### src/rtl/jump_addr_fetch_seq_if.sv
// Bus bundle between the jump-operand fetch sequencer, the decoder/memory and the J/PC register unit.
// JUMP_FETCH_CALL_EN adds the is_call qualifier and the ld_xy return-address strobe.
interface jump_addr_fetch_seq_if #(
  parameter int unsigned AW = 16,
  parameter int unsigned DW = 8
);
  logic          start;
  logic          cond_ok;
  logic [AW-1:0] pc_in;
  logic [AW-1:0] addr_out;
  logic          addr_drv;
  logic          mem_rd;
  logic          mem_ack;
  logic [DW-1:0] mem_data;
  logic [DW-1:0] j_data;
  logic          ldJ1;
  logic          ldJ2;
  logic          inc_pc;
  logic          ld_pc_from_j;
  logic          busy;
  logic          done;
`ifdef JUMP_FETCH_CALL_EN
  logic          is_call;
  logic          ld_xy;
`endif

  modport master (
    output start, cond_ok, pc_in, mem_ack, mem_data,
`ifdef JUMP_FETCH_CALL_EN
    output is_call,
    input  ld_xy,
`endif
    input  addr_out, addr_drv, mem_rd, j_data, ldJ1, ldJ2, inc_pc, ld_pc_from_j, busy, done
  );

  modport slave (
    input  start, cond_ok, pc_in, mem_ack, mem_data,
`ifdef JUMP_FETCH_CALL_EN
    input  is_call,
    output ld_xy,
`endif
    output addr_out, addr_drv, mem_rd, j_data, ldJ1, ldJ2, inc_pc, ld_pc_from_j, busy, done
  );
endinterface

### src/rtl/jump_addr_fetch_seq.sv
// Fetches the two immediate bytes of a GOTO/CALL, strobes them into J1/J2, steps PC twice and
// optionally loads PC from {J1,J2}. JUMP_FETCH_CALL_EN adds the SAVE state for taken calls.
module jump_addr_fetch_seq #(
  parameter int unsigned AW = 16,
  parameter int unsigned DW = 8
) (
  input  logic                 clk,
  input  logic                 rst_n,
  jump_addr_fetch_seq_if.slave bus
);

  typedef enum logic [3:0] {
    IDLE,
    RD1,
    LD1,
    INC1,
    RD2,
    LD2,
    INC2,
`ifdef JUMP_FETCH_CALL_EN
    SAVE,
`endif
    JMP,
    DONE
  } state_t;

  state_t        state, state_d;
  logic          taken, taken_d;
  logic [DW-1:0] j_data_q, j_data_d;
  logic          addr_drv_q, addr_drv_d;
  logic          mem_rd_q, mem_rd_d;
  logic          ldj1_q, ldj1_d;
  logic          ldj2_q, ldj2_d;
  logic          inc_pc_q, inc_pc_d;
  logic          ld_pc_q, ld_pc_d;
  logic          busy_q, busy_d;
  logic          done_q, done_d;
`ifdef JUMP_FETCH_CALL_EN
  logic          call_q, call_d;
  logic          ld_xy_q, ld_xy_d;
`endif

  // Next state plus the output decode of that next state, so outputs line up with the state register
  always_comb begin
    state_d  = state;
    taken_d  = taken;
    j_data_d = j_data_q;
`ifdef JUMP_FETCH_CALL_EN
    call_d   = call_q;
`endif

    unique case (state)
      IDLE: begin
        if (bus.start) begin
          state_d = RD1;
          taken_d = bus.cond_ok;
`ifdef JUMP_FETCH_CALL_EN
          call_d  = bus.is_call;
`endif
        end
      end
      RD1: begin
        if (bus.mem_ack) begin
          j_data_d = bus.mem_data;
          state_d  = LD1;
        end
      end
      LD1:  state_d = INC1;
      INC1: state_d = RD2;
      RD2: begin
        if (bus.mem_ack) begin
          j_data_d = bus.mem_data;
          state_d  = LD2;
        end
      end
      LD2:  state_d = INC2;
      INC2: begin
        if (taken) begin
`ifdef JUMP_FETCH_CALL_EN
          state_d = call_q ? SAVE : JMP;
`else
          state_d = JMP;
`endif
        end else begin
          state_d = DONE;
        end
      end
`ifdef JUMP_FETCH_CALL_EN
      SAVE: state_d = JMP;
`endif
      JMP:  state_d = DONE;
      DONE: state_d = IDLE;
      default: state_d = IDLE;
    endcase

    addr_drv_d = (state_d == RD1) || (state_d == RD2);
    mem_rd_d   = (state_d == RD1) || (state_d == RD2);
    ldj1_d     = (state_d == LD1);
    ldj2_d     = (state_d == LD2);
    inc_pc_d   = (state_d == INC1) || (state_d == INC2);
    ld_pc_d    = (state_d == JMP);
    busy_d     = (state_d != IDLE);
    done_d     = (state_d == DONE);
`ifdef JUMP_FETCH_CALL_EN
    ld_xy_d    = (state_d == SAVE);
`endif
  end

  // Reset drops any pending read and kills every strobe on the following cycle
  always_ff @(posedge clk) begin
    if (!rst_n) begin
      state      <= IDLE;
      taken      <= 1'b0;
      j_data_q   <= '0;
      addr_drv_q <= 1'b0;
      mem_rd_q   <= 1'b0;
      ldj1_q     <= 1'b0;
      ldj2_q     <= 1'b0;
      inc_pc_q   <= 1'b0;
      ld_pc_q    <= 1'b0;
      busy_q     <= 1'b0;
      done_q     <= 1'b0;
`ifdef JUMP_FETCH_CALL_EN
      call_q     <= 1'b0;
      ld_xy_q    <= 1'b0;
`endif
    end else begin
      state      <= state_d;
      taken      <= taken_d;
      j_data_q   <= j_data_d;
      addr_drv_q <= addr_drv_d;
      mem_rd_q   <= mem_rd_d;
      ldj1_q     <= ldj1_d;
      ldj2_q     <= ldj2_d;
      inc_pc_q   <= inc_pc_d;
      ld_pc_q    <= ld_pc_d;
      busy_q     <= busy_d;
      done_q     <= done_d;
`ifdef JUMP_FETCH_CALL_EN
      call_q     <= call_d;
      ld_xy_q    <= ld_xy_d;
`endif
    end
  end

  // PC changes at the INC1 edge, so the address must follow pc_in live rather than a stale copy
  assign bus.addr_out     = addr_drv_q ? bus.pc_in : AW'(0);
  assign bus.addr_drv     = addr_drv_q;
  assign bus.mem_rd       = mem_rd_q;
  assign bus.j_data       = j_data_q;
  assign bus.ldJ1         = ldj1_q;
  assign bus.ldJ2         = ldj2_q;
  assign bus.inc_pc       = inc_pc_q;
  assign bus.ld_pc_from_j = ld_pc_q;
  assign bus.busy         = busy_q;
  assign bus.done         = done_q;
`ifdef JUMP_FETCH_CALL_EN
  assign bus.ld_xy        = ld_xy_q;
`endif

endmodule
### src/flat_wrapper.sv
// flat-port wrapper written by rule: the top's interface ports become plain ports
module jump_addr_fetch_seq_flat 
#(
  parameter int unsigned AW = 16,
  parameter int unsigned DW = 8
)
  (clk, rst_n, bus_start, bus_cond_ok, bus_pc_in, bus_mem_ack, bus_mem_data, bus_addr_out, bus_addr_drv, bus_mem_rd, bus_j_data, bus_ldJ1, bus_ldJ2, bus_inc_pc, bus_ld_pc_from_j, bus_busy, bus_done);
  jump_addr_fetch_seq_if #(.AW(AW), .DW(DW)) bus_i ();
  input  logic clk;
  input  logic rst_n;
  input wire logic [$bits(bus_i.start)-1:0] bus_start;
  input wire logic [$bits(bus_i.cond_ok)-1:0] bus_cond_ok;
  input wire logic [$bits(bus_i.pc_in)-1:0] bus_pc_in;
  input wire logic [$bits(bus_i.mem_ack)-1:0] bus_mem_ack;
  input wire logic [$bits(bus_i.mem_data)-1:0] bus_mem_data;
  output wire logic [$bits(bus_i.addr_out)-1:0] bus_addr_out;
  output wire logic [$bits(bus_i.addr_drv)-1:0] bus_addr_drv;
  output wire logic [$bits(bus_i.mem_rd)-1:0] bus_mem_rd;
  output wire logic [$bits(bus_i.j_data)-1:0] bus_j_data;
  output wire logic [$bits(bus_i.ldJ1)-1:0] bus_ldJ1;
  output wire logic [$bits(bus_i.ldJ2)-1:0] bus_ldJ2;
  output wire logic [$bits(bus_i.inc_pc)-1:0] bus_inc_pc;
  output wire logic [$bits(bus_i.ld_pc_from_j)-1:0] bus_ld_pc_from_j;
  output wire logic [$bits(bus_i.busy)-1:0] bus_busy;
  output wire logic [$bits(bus_i.done)-1:0] bus_done;
  assign bus_i.start = bus_start;
  assign bus_i.cond_ok = bus_cond_ok;
  assign bus_i.pc_in = bus_pc_in;
  assign bus_i.mem_ack = bus_mem_ack;
  assign bus_i.mem_data = bus_mem_data;
  assign bus_addr_out = bus_i.addr_out;
  assign bus_addr_drv = bus_i.addr_drv;
  assign bus_mem_rd = bus_i.mem_rd;
  assign bus_j_data = bus_i.j_data;
  assign bus_ldJ1 = bus_i.ldJ1;
  assign bus_ldJ2 = bus_i.ldJ2;
  assign bus_inc_pc = bus_i.inc_pc;
  assign bus_ld_pc_from_j = bus_i.ld_pc_from_j;
  assign bus_busy = bus_i.busy;
  assign bus_done = bus_i.done;
  jump_addr_fetch_seq #(.AW(AW), .DW(DW)) u_core (.clk(clk), .rst_n(rst_n), .bus(bus_i));
endmodule
### config.mk
export PLATFORM = sky130hd
export DESIGN_NAME = jump_addr_fetch_seq_flat
export DESIGN_NICKNAME = d
export VERILOG_FILES = /design/src/rtl/jump_addr_fetch_seq_if.sv /design/src/rtl/jump_addr_fetch_seq.sv /design/src/flat_wrapper.sv
export SDC_FILE = /design/constraint.sdc
export NUM_CORES = 1
export LEC_CHECK = 0
export CAP_MARGIN = 15
export CORE_ASPECT_RATIO = 1.5
export CORE_MARGIN = 3
export CORE_UTILIZATION = 35
export DETAILED_ROUTE_END_ITERATION = 6
export MAX_ROUTING_LAYER = met4
export PLACE_DENSITY_LB_ADDON = 0.1
export RECOVER_POWER = 100
export SLEW_MARGIN = 25
export SYNTH_ARGS = -nofsm -noshare
export SYNTH_HDL_FRONTEND = slang
export SYNTH_SLANG_ARGS = --single-unit
### constraint.sdc
create_clock -name clk -period 1.3 [get_ports clk]
set_input_delay 0.26 -clock clk [delete_from_list [all_inputs] [get_ports clk]]
set_output_delay 0.26 -clock clk [all_outputs]
set_load 0.05 [all_outputs]
; Word-level counts from Yosys, hierarchy flattened
; Cells that the tools add are included.
[op_classes]
n_eq_ne = 15
mux = 6
n_reduce_logical = 7
[ops]
columns = cell, n
row1 = $eq A4 B3 Y1 const B, 8
row2 = $pmux W4 S8, 1
row3 = $eq A4 B2 Y1 const B, 4
row4 = $mux W16, 1
row5 = $mux W4, 4
row6 = $eq A4 B1 Y1 const B, 2
row7 = $eq A4 B4 Y1 const B, 1
row8 = $logic_not A4 Y1, 1
row9 = $reduce_and A2 Y1, 2
row10 = $reduce_bool A4 Y1, 1
row11 = $logic_or A1 B1 Y1, 2
row12 = $reduce_or A2 Y1, 1
[totals]
ff_bits = 20
in_bits = 29
output_inout_bits = 32
word_cells = 38

; Logic depth before layout (Yosys ltp)
[depth]
depth_word = 4
mapped_depth = 5
mapped_depth_nobuf = 4

; Worst setup path after synthesis
; Ideal clock, no wire load.
[synth_path]
path_kind = register to output
startpoint = register u_core.addr_drv_q, in the netlist u_core.bus.addr_drv
endpoint = output port bus_addr_out[10]
t_arrival_ns = 1.383
required_time_ns = 1.040
slack_ns = -0.343
path_stages_with_launch = 3
n_path_buf = 1
path_cell_list = dfxtp_1 > clkbuf_1 > and2_1
[synth_via]
elab_chain_cells = 1
[synth_lines]
columns = element, line_no
row1 = "start, declared", jump_addr_fetch_seq.sv:30  ; logic addr_drv_q, addr_drv_d;
row2 = "start signal, assigned", jump_addr_fetch_seq.sv:131  ; addr_drv_q <= addr_drv_d;
row3 = $mux W16, jump_addr_fetch_seq.sv:147  ; assign bus.addr_out = addr_drv_q ? bus.pc_in : AW'(0);
row4 = "end, declared", flat_wrapper.sv:16  ; output wire logic [$bits(bus_i.addr_out)-1:0] bus_addr_out;
; No other way between the ends.

; Final worst setup path
[layout_path]
startpoint = register u_core.addr_drv_q, in the netlist u_core.bus.addr_drv
endpoint = output port bus_addr_out[6]
; Same word-level chain as after synthesis.

==> flow_summary.yaml <==
placement:
  dp_cells: 177
  dp_hpwl_um: 2220
  io_buffers: 60
  place_ws_ps: -233
  dpl_cell_area_um2: 1900
  place_congestion: 0.743
floorplanning:
  initial_core_util: 0.372
  floorplan.rows: 22
  dieArea_um2: 3300
  io_pins: 61
  core_area_um2: 2480
  die_w_um: 47.9
  die_h_um: 68.8
worst_setup_path:
  cp-end-kind: "output port"
  cp-start-kind: "register"
  slowest_stage: "dfxtp_4"
  cpPeakStageDelay_ps: 360
  rrSetupSlack_ps: 120
  critPathRequiredTime_ps: 1040
  r2r_start: "u_core.state[2]"
  cp.buffers_inverters: 2
  reg2reg_to: "u_core.bus.inc_pc"
  r2r_cells: 4
  crit_fanout: 9
  path_cells: "buf_6, and2_4, buf_12"
  arrival_ps: 1060
  crit_family: "flip-flops"
  worstSetupPathType: "register to output port"
pwr:
  swShare: 0.358
  pwr-share-seq: 0.362
  vdd_drop_max_mv: 1.05
  intPower_mw: 1.23
  powerDensity_nw_per_um2: 1070
  power.leakage_nw: 0.811
  pwr-share-comb: 0.494
  clockPowerShare: 0.144
  p_sw_mw: 0.683
synth:
  yosysWarnings: 0
  synth.yosys.seq_area_share: 0.435
  synth_seq_cells: 20
  yosys_most_used_dff: "dfxtp_1"
  syn_nets: 120
  synthArstFlopShare: 0
  yosys.area.top_type: "dfxtp_1"
  synth_area_leaders: "dfxtp_1 43%, and2_1 11%, mux2i_1 11%, nor2b_1 6.8%, nor2_1 2.9%"
  synth_edf_count: 0
  yosys.area.top_type_share: 0.435
  syn_avg_cell_area_um2: 10.1
  synth_cells: 91
  synth_cell_types: 25
  synth.cell_area_um2: 921
sta:
  fin_crit_sh: 1.01
  period_needed_ps: 1320
  fin_skew_ps: 4.29
  setup_ws_ps: -19.4
  rsz0062_at_grt: "true"
  hold_viol_final: 0
  slew_headroom: 0.790
  setup_viol: 16
  final_max_slew_viol_count: 0
  max_freq_mhz: 758
  worstMarginPinSlew_ps: 313
run_status:
  violations: "setup timing"
  outcome: "complete, but fails checks"
cells_and_area:
  final_cells: 183
  utilization: 0.723
  final_area_um2: 1790
  n_fill_cell: 182
  register_area_um2: 409
  finalNetCount: 190
  syn2layout_area_growth_pct: 94.4
  most-common-layout-cells: "27 x clkdlybuf4s50_1, 18 x buf_12, 17 x dfxtp_1"
  antennaDiodeCount: 0
  final_common_cell: "clkdlybuf4s50_1"
  multiInputGateArea_um2: 528
  final_layout_size_suffix_gt1_frac: 0.447
  largest_reg_flops: 8
hold_path:
  hold_path_class: "register to register"
  holdPathStages: 2
  hp-start: "u_core.bus.j_data[2]"
  hold_end: "u_core.bus.j_data[2]"
clock_tree:
  numCtsBuffers: 3
  clkLatencyLatePin_ps: 290
  holdBufCountCts: 0
  clock-root-buffer: "clkbuf_4"
  clkTransAtPathRegs_ps: 100
  cts_max_level: 1
  cts.sinks: 20
  cts_buffer_depth: 2
  cts_tree: "built"
routing:
  postRouteAntennaNets: 0
  drt_iter0_markers: 11
  wire_per_inst_um: 14.6
  dr.pass1.iters: 4
  vias: 891
  drc: 0
  routed_wl_um: 2670
  avgViaCountPerCell: 4.87
global_route:
  grt_pass1_wl_um: 3910
  grt.total_usage: 0.165
  antenna_found_initial: 0
  grt_pass1_vias: 885
  grt-ovfl-total: 0
  grt_max_degree: 18
run:
  max-cap-violations: 0
through the flow:
stage / total power, mW / hold slack, ps / setup TNS [ps]
4_1_cts: 1.95 / 570 / -286
3_3_place_gp: 1.65 / 536 / -1440
6_report: 1.91 / 535 / -277
3_5_place_dp: 1.67 / 553 / -1900
5_1_grt: 1.99 / 574 / -875
2_1_floorplan: 1.18 / 413 / -251
worst max path at each step:
stage,start,end,cells after the start
3_5_place_dp,bus_mem_ack,u_core.bus.addr_drv,5
2_1_floorplan,u_core.bus.addr_drv,bus_addr_out[10],2
5_1_grt,u_core.bus.addr_drv,bus_addr_out[3],3
4_1_cts,u_core.bus.addr_drv,bus_addr_out[2],2
3_3_place_gp,bus_mem_ack,u_core.bus.addr_drv,5
6_report,u_core.bus.addr_drv,bus_addr_out[6],3
layer usage:
layer	routed length [µm]	global-route usage
met2	1550	0.303
met3	187	0.0234
met5	0	-
met1	913	0.184
met4	24	0.0303
cells by family after synthesis:
logic type                count (synthesis)  synth area share
AOI/OAI and AO/OA                        11             0.109
xor gates and xnor gates                  1            0.0177
buffers and inverters                     6            0.0408
DFF                                      20             0.435
muxes                                    10             0.109
and+or+nand+nor                          43             0.289
power groups by stage:
stage          clock network (mW)  logic, mW  registers [mW]
5_1_grt                     0.304      0.990           0.697
4_1_cts                     0.287      0.948           0.716
2_1_floorplan                   0      0.384           0.795
3_3_place_gp                    0      0.916           0.732
3_5_place_dp                    0      0.932           0.735
6_report                    0.275      0.942           0.691
Yosys cell counts, drive strengths merged (3+ instances only):
master,count
a21boi,3
and2,16
buf,3
dfxtp,20
mux2i,10
nand3,4
nor2,8
nor2b,10
area by class of cell:
class	instances	area share
Sequential cell	20	0.229
Inverter	1	0.00210
Clock buffer	3	0.0126
Multi-Input combinational cell	65	0.295
Tap cell	24	0.0168
Timing Repair Buffer	70	0.445
worst min-delay path: cells and delay by family (launching register included):
kind / cells / cell delay [ps]
mux: 1 / 70
flops: 1 / 340
simple gates: 1 / 90
repair_timing:
action                                  in CTS  in global routing
gates resized for setup                      2                 24
endpoints found under the setup margin      26                 28
buffers inserted                             1                  2
pin swaps                                    0                  0
(Power assumes the default switching activity.)
==> patch 1, RTL diff (same settings) <==
Encoding of `state_t`: now one-hot (9 bits for 9 states).
--- a/src/rtl/jump_addr_fetch_seq.sv
+++ b/src/rtl/jump_addr_fetch_seq.sv
@@ -10,17 +10,17 @@
 );
 
-  typedef enum logic [3:0] {
-    IDLE,
-    RD1,
-    LD1,
-    INC1,
-    RD2,
-    LD2,
-    INC2,
+  typedef enum logic [8:0] {
+    IDLE = 9'b000000001,
+    RD1  = 9'b000000010,
+    LD1  = 9'b000000100,
+    INC1 = 9'b000001000,
+    RD2  = 9'b000010000,
+    LD2  = 9'b000100000,
+    INC2 = 9'b001000000,
 `ifdef JUMP_FETCH_CALL_EN
     SAVE,
 `endif
-    JMP,
-    DONE
+    JMP  = 9'b010000000,
+    DONE = 9'b100000000
   } state_t;
 
Behaviour: no difference found for any inputs over 10 cycles, from zero or initial values and one cycle with rst_n low; not proved beyond that.
==> patch 1 against the unedited design <==
  * The run still ends with negative setup slack left
  * Design area grew 24%
  * Routed wire length grew 68%
  * Global-route usage grew 7.8 points
  * Sequential power grew 18%
  * Clock skew grew 0.0013 ns
  * Sequential cell count grew 5
  * Synthesized area grew 19%
  * Worst setup slack lost 0.41 ns
  * Register-to-register slack lost 0.55 ns
  * Power grew 4.0%
  * Fmax shrank 24%
  * Critical path depth grew 2
  * Hold slack lost 0.017 ns
==> patch 1: results (changes against the unedited design) <==
metric;value;unit;change
outcome;finished, violations left;;unchanged
failing checks;negative setup slack;;unchanged
LEAKAGE;1.015;nW;was 0.8110 nW
vias in the first global route;1323;;was 885
Bufs on Longest Clock Path;2;;unchanged
first-pass GRT wire length;6630;um;was 3912 um
Biggest register;u_core.state;;
Largest register FFs;9;;was 8
PnR worst setup slack;-0.4309;ns;was -0.01937 ns
top post-synthesis cells by area;dfxtp_1 (46%), and2_1 (9.1%), mux2i_1 (8.2%);;was dfxtp_1 (43%), and2_1 (11%), mux2i_1 (11%)
layout cells sized above 1;0.4673;;was 0.4465
post-synth top area share;0.4556;;was 0.4348
worst-path fanout max;8;;was 9
H-tree depth;1;;unchanged
Yosys cell types;31;;was 25
Worst Clk Skew;0.005621;ns;was 0.004286 ns
GP Congestion;0.8061;;was 0.7432
grt met1 use;0.2383;;was 0.1841
sequential fraction of the synthesis area;0.4556;;was 0.4348
DP HPWL;3141;um;was 2224 um
YS warnings;0;;unchanged
Overall Global Routing Usage;0.2432;;was 0.1654
clock latency on the worst-skew pair;0.27;ns;was 0.29 ns
max-slew violations;0;;unchanged
DP Worst Slack;-0.3586;ns;was -0.2325 ns
DR pass1 iterations;4;;unchanged
met3 usage;0.03960;;was 0.02338
r2r setup slk;-0.43;ns;was 0.12 ns
Peak VDD IR;999.0;uV;was 1049 uV
Critical Path AT;1.88;ns;was 1.06 ns
Slew HR;0.7362;;was 0.7902
fill count;205;;was 182
async set or reset register ratio after synthesis;0;;unchanged
initial antenna violation count;0;;unchanged
synth cell count leaders;dfxtp_1 (25), nor2_1 (24), and2_1 (16);;was dfxtp_1 (20), and2_1 (16), mux2i_1 (10), nor2b_1 (10), nor2_1 (7)
nets;244;;was 190
initial DRC count;41;;was 11
CTS root buffer;clkbuf_8;;was clkbuf_4
largest net degree at the start of global routing;15;;was 18
routed vias/inst;5.012;;was 4.869
Min Hold Slack;0.5178;ns;was 0.5350 ns
met2 Resource Use GR;0.4674;;was 0.3030
Final setup viols;33;;was 16
post-synth net total;151;;was 120
post-DR wirelength/cell;17.76;um;was 14.61 um
# port buffers;60;;unchanged
CTS buffer count;3;;unchanged
## patch 1: cell count changes after synthesis, sizes merged, moves of 3 or more
cell / change
nor2: +16
nor2b: -5
nor3: +6
a21boi: -3
dfxtp: +5
o21ai: +4
## patch 1: final timing paths
path	from	end	cells past startpoint
setup reg to reg	u_core.state[8]	u_core.bus.j_data[5]	5
hold / removal	u_core.bus.j_data[4]	u_core.bus.j_data[4]	2
setup / recovery	u_core.state[8]	u_core.bus.j_data[5]	5
hold reg to reg	u_core.bus.j_data[4]	u_core.bus.j_data[4]	2
## patch 1: area by class of cell
type,instances,area [um^2],area share
inverters,2,7.507,0.003375
well taps,39,48.80,0.02193
multi-input cells,92,643.1,0.2891
repair buffers,91,969.7,0.4359
clock inverters,1,5.005,0.002250
flip-flops and latches,25,509.2,0.2289
clock buffers,3,41.29,0.01856
## patch 1: critical path, stage by stage (launching register included)
cell and delay (ns):
dfxtp_2 0.34, or4_4 0.57, nor3_4 0.23, o21ai_4 0.16, mux2i_1 0.24, nor2_1 0.07
## patch 1: what timing repair did
item                                    CTS  global route
resized for setup                        21             9
endpoints found under the setup margin   34            41
pin swaps                                 0             7
cloned                                    1             0
hold buffers                              0             0
setup buffers                             7             3
## patch 1: stage by stage
step                      TNS, ns  instances  cell area (um^2)
after floorplan            -2.750        122              1121
after global placement     -3.718        238              2226
after detailed placement   -4.572        238              2226
after CTS                  -4.592        250              2377
after global routing       -7.189        253              2225
final                      -5.601        253              2225
## patch 1: layer usage
metal  up-vias  share of wire
li1        606              -
met1       583           0.35
met2        63           0.57
met3        16          0.058
met4         0          0.026
met5         -              0
## patch 1: kinds of logic after synthesis
| family | share of synthesized area |
|---|---|
| multiplexers | 0.08201 |
| AO/OA/AOI/OAI | 0.09453 |
| buffers and inverters | 0.02051 |
| flip-flops | 0.4556 |
| AND/OR/NAND/NOR | 0.3474 |
## patch 1: power by group
part	internal, mW	total (mW)	switching [mW]
Clock	0.215	0.467	0.252
Combinational	0.375	0.704	0.329
Sequential	0.788	0.815	0.0263
Total	1.38	1.99	0.607
==> patch 2, RTL diff (config.mk and constraints unchanged) <==
Without the edit above. `AW` is set to 16 in 3 places; all go to 17.
--- a/src/rtl/jump_addr_fetch_seq_if.sv
+++ b/src/rtl/jump_addr_fetch_seq_if.sv
@@ -2,5 +2,5 @@
 // JUMP_FETCH_CALL_EN adds the is_call qualifier and the ld_xy return-address strobe.
 interface jump_addr_fetch_seq_if #(
-  parameter int unsigned AW = 16,
+  parameter int unsigned AW = 17,
   parameter int unsigned DW = 8
 );
--- a/src/rtl/jump_addr_fetch_seq.sv
+++ b/src/rtl/jump_addr_fetch_seq.sv
@@ -2,5 +2,5 @@
 // optionally loads PC from {J1,J2}. JUMP_FETCH_CALL_EN adds the SAVE state for taken calls.
 module jump_addr_fetch_seq #(
-  parameter int unsigned AW = 16,
+  parameter int unsigned AW = 17,
   parameter int unsigned DW = 8
 ) (
--- a/src/flat_wrapper.sv
+++ b/src/flat_wrapper.sv
@@ -2,5 +2,5 @@
 module jump_addr_fetch_seq_flat 
 #(
-  parameter int unsigned AW = 16,
+  parameter int unsigned AW = 17,
   parameter int unsigned DW = 8
 )
Ports: changed (resized bus_addr_out and bus_pc_in); port bits go from 61 to 63. The function was not compared with the original's and may differ.
==> patch 2 against the unedited design <==
  * The run still ends with negative setup slack left
  * Design area increased by 13%
  * Sequential power increased by 4.1%
  * Synthesized area increased by 0.68%
  * Sequential cell count unchanged
  * Sequential share of layout area decreased by 2.6 points
  * Power increased by 16%
  * Routed wire length decreased by 0.15%
  * Clock skew increased by 0.0050 ns
  * Critical endpoint is now bus_addr_out[3]
  * Synthesized cell count increased by 1.1%
  * First-iteration DRC count increased by 91%
  * Register-to-register slack got worse by 0.04 ns
  * Global-route usage increased by 1.1 points
  * Count of clock-buffer cells in the layout unchanged
  * Worst setup slack got worse by 0.027 ns
  * Highest routed layer unchanged
==> patch 2: results (changes against the unedited design) <==
metric;value;unit;change
Final setup viols;17;;was 16
initial DRC count;21;;was 11
failing checks;negative setup slack;;unchanged
Slew HR;0.7741;;was 0.7902
layout cells sized above 1;0.4136;;was 0.4465
DP HPWL;2219;um;was 2224 um
largest net degree at the start of global routing;20;;was 18
Sw Ratio;0.3308;;was 0.3576
fill count;147;;was 182
worst-path fanout max;19;;was 9
synth cell count leaders;dfxtp_1 (20), and2_1 (17), mux2i_1 (10), nor2b_1 (10), nor2_1 (7);;was dfxtp_1 (20), and2_1 (16), mux2i_1 (10), nor2b_1 (10), nor2_1 (7)
clock latency on the worst-skew pair;0.31;ns;was 0.29 ns
post-synth net total;122;;was 120
routed vias/inst;4.909;;was 4.869
vias in the first global route;921;;was 885
r2r endpoint;u_core.bus.busy;;was u_core.bus.inc_pc
PnR worst setup slack;-0.04656;ns;was -0.01937 ns
DP Worst Slack;-0.2613;ns;was -0.2325 ns
outcome;finished, violations left;;unchanged
HP Start;bus_mem_data[2];;was u_core.bus.j_data[2]
Hold/Removal Path Class;primary input to register;;was register to register
LEAKAGE;0.8673;nW;was 0.8110 nW
nets;193;;was 190
first-pass GRT wire length;4140;um;was 3912 um
# port buffers;62;;was 60
Worst Clk Skew;0.009326;ns;was 0.004286 ns
## patch 2: repair_timing
action | in CTS | in global routing
gates resized for setup | 3 | 3
buffers inserted | 2 | 0
pin swaps | 0 | 1
endpoints found under the setup margin | 30 | 30
## patch 2: worst max-delay path by stage
stage | start | to | slack, ns | cells past startpoint
after floorplan | u_core.bus.addr_drv | bus_addr_out[10] | -0.03 | 2
after global placement | bus_mem_ack | u_core.bus.addr_drv | -0.21 | 5
after detailed placement | bus_mem_ack | u_core.bus.addr_drv | -0.26 | 5
after CTS | u_core.bus.addr_drv | bus_addr_out[16] | -0.05 | 2
after global routing | u_core.bus.addr_drv | bus_addr_out[16] | -0.11 | 2
final | u_core.bus.addr_drv | bus_addr_out[3] | -0.05 | 2
## patch 2: power by group through the flow
stage	Sequential [mW]	Combinational, mW	Clock, mW
after global placement	0.733	0.937	0
after CTS	0.719	0.980	0.511
after floorplan	0.796	0.395	0
after global routing	0.729	1.02	0.539
after detailed placement	0.737	0.957	0
final	0.719	0.975	0.514
## patch 2: layer usage
metal / share of wire / track usage / vias to the layer above
li1: - / - / 446
met1: 0.33 / 0.1498 / 406
met2: 0.55 / 0.3328 / 56
met3: 0.10 / 0.04700 / 5
met4: 0.013 / 0.05389 / 0
met5: 0 / - / -
## patch 2: kinds of logic after synthesis
kind of cell,after synthesis,synth area share
AO/OA/AOI/OAI,11,0.1080
XOR/XNOR,1,0.01755
buffers and inverters,6,0.04048
flip-flops,20,0.4318
multiplexers,10,0.1080
AND/OR/NAND/NOR,44,0.2942
## patch 2: worst max-delay path, stage by stage (launching register included)
cell	delay, ns
dfxtp_4	0.44
and2_1	0.19
buf_12	0.15
## patch 2: final cells by class
| type | instances | share of cell area |
|---|---|---|
| clock buffer | 3 | 0.01113 |
| inverter | 1 | 0.001855 |
| clock inverter | 1 | 0.01484 |
| tap | 24 | 0.01484 |
| sequential | 20 | 0.2022 |
| timing repair buffer | 71 | 0.5034 |
| multi-input combinational | 66 | 0.2517 |
## patch 2: through the flow
step | utilization | std cells | TNS [ns]
floorplan | - | 92 | -0.3075
global placement | 0.7833 | 180 | -1.595
detailed placement | 0.7833 | 180 | -2.091
CTS | 0.8126 | 186 | -0.5905
global route | 0.8167 | 186 | -1.643
finish | 0.8167 | 186 | -0.5131
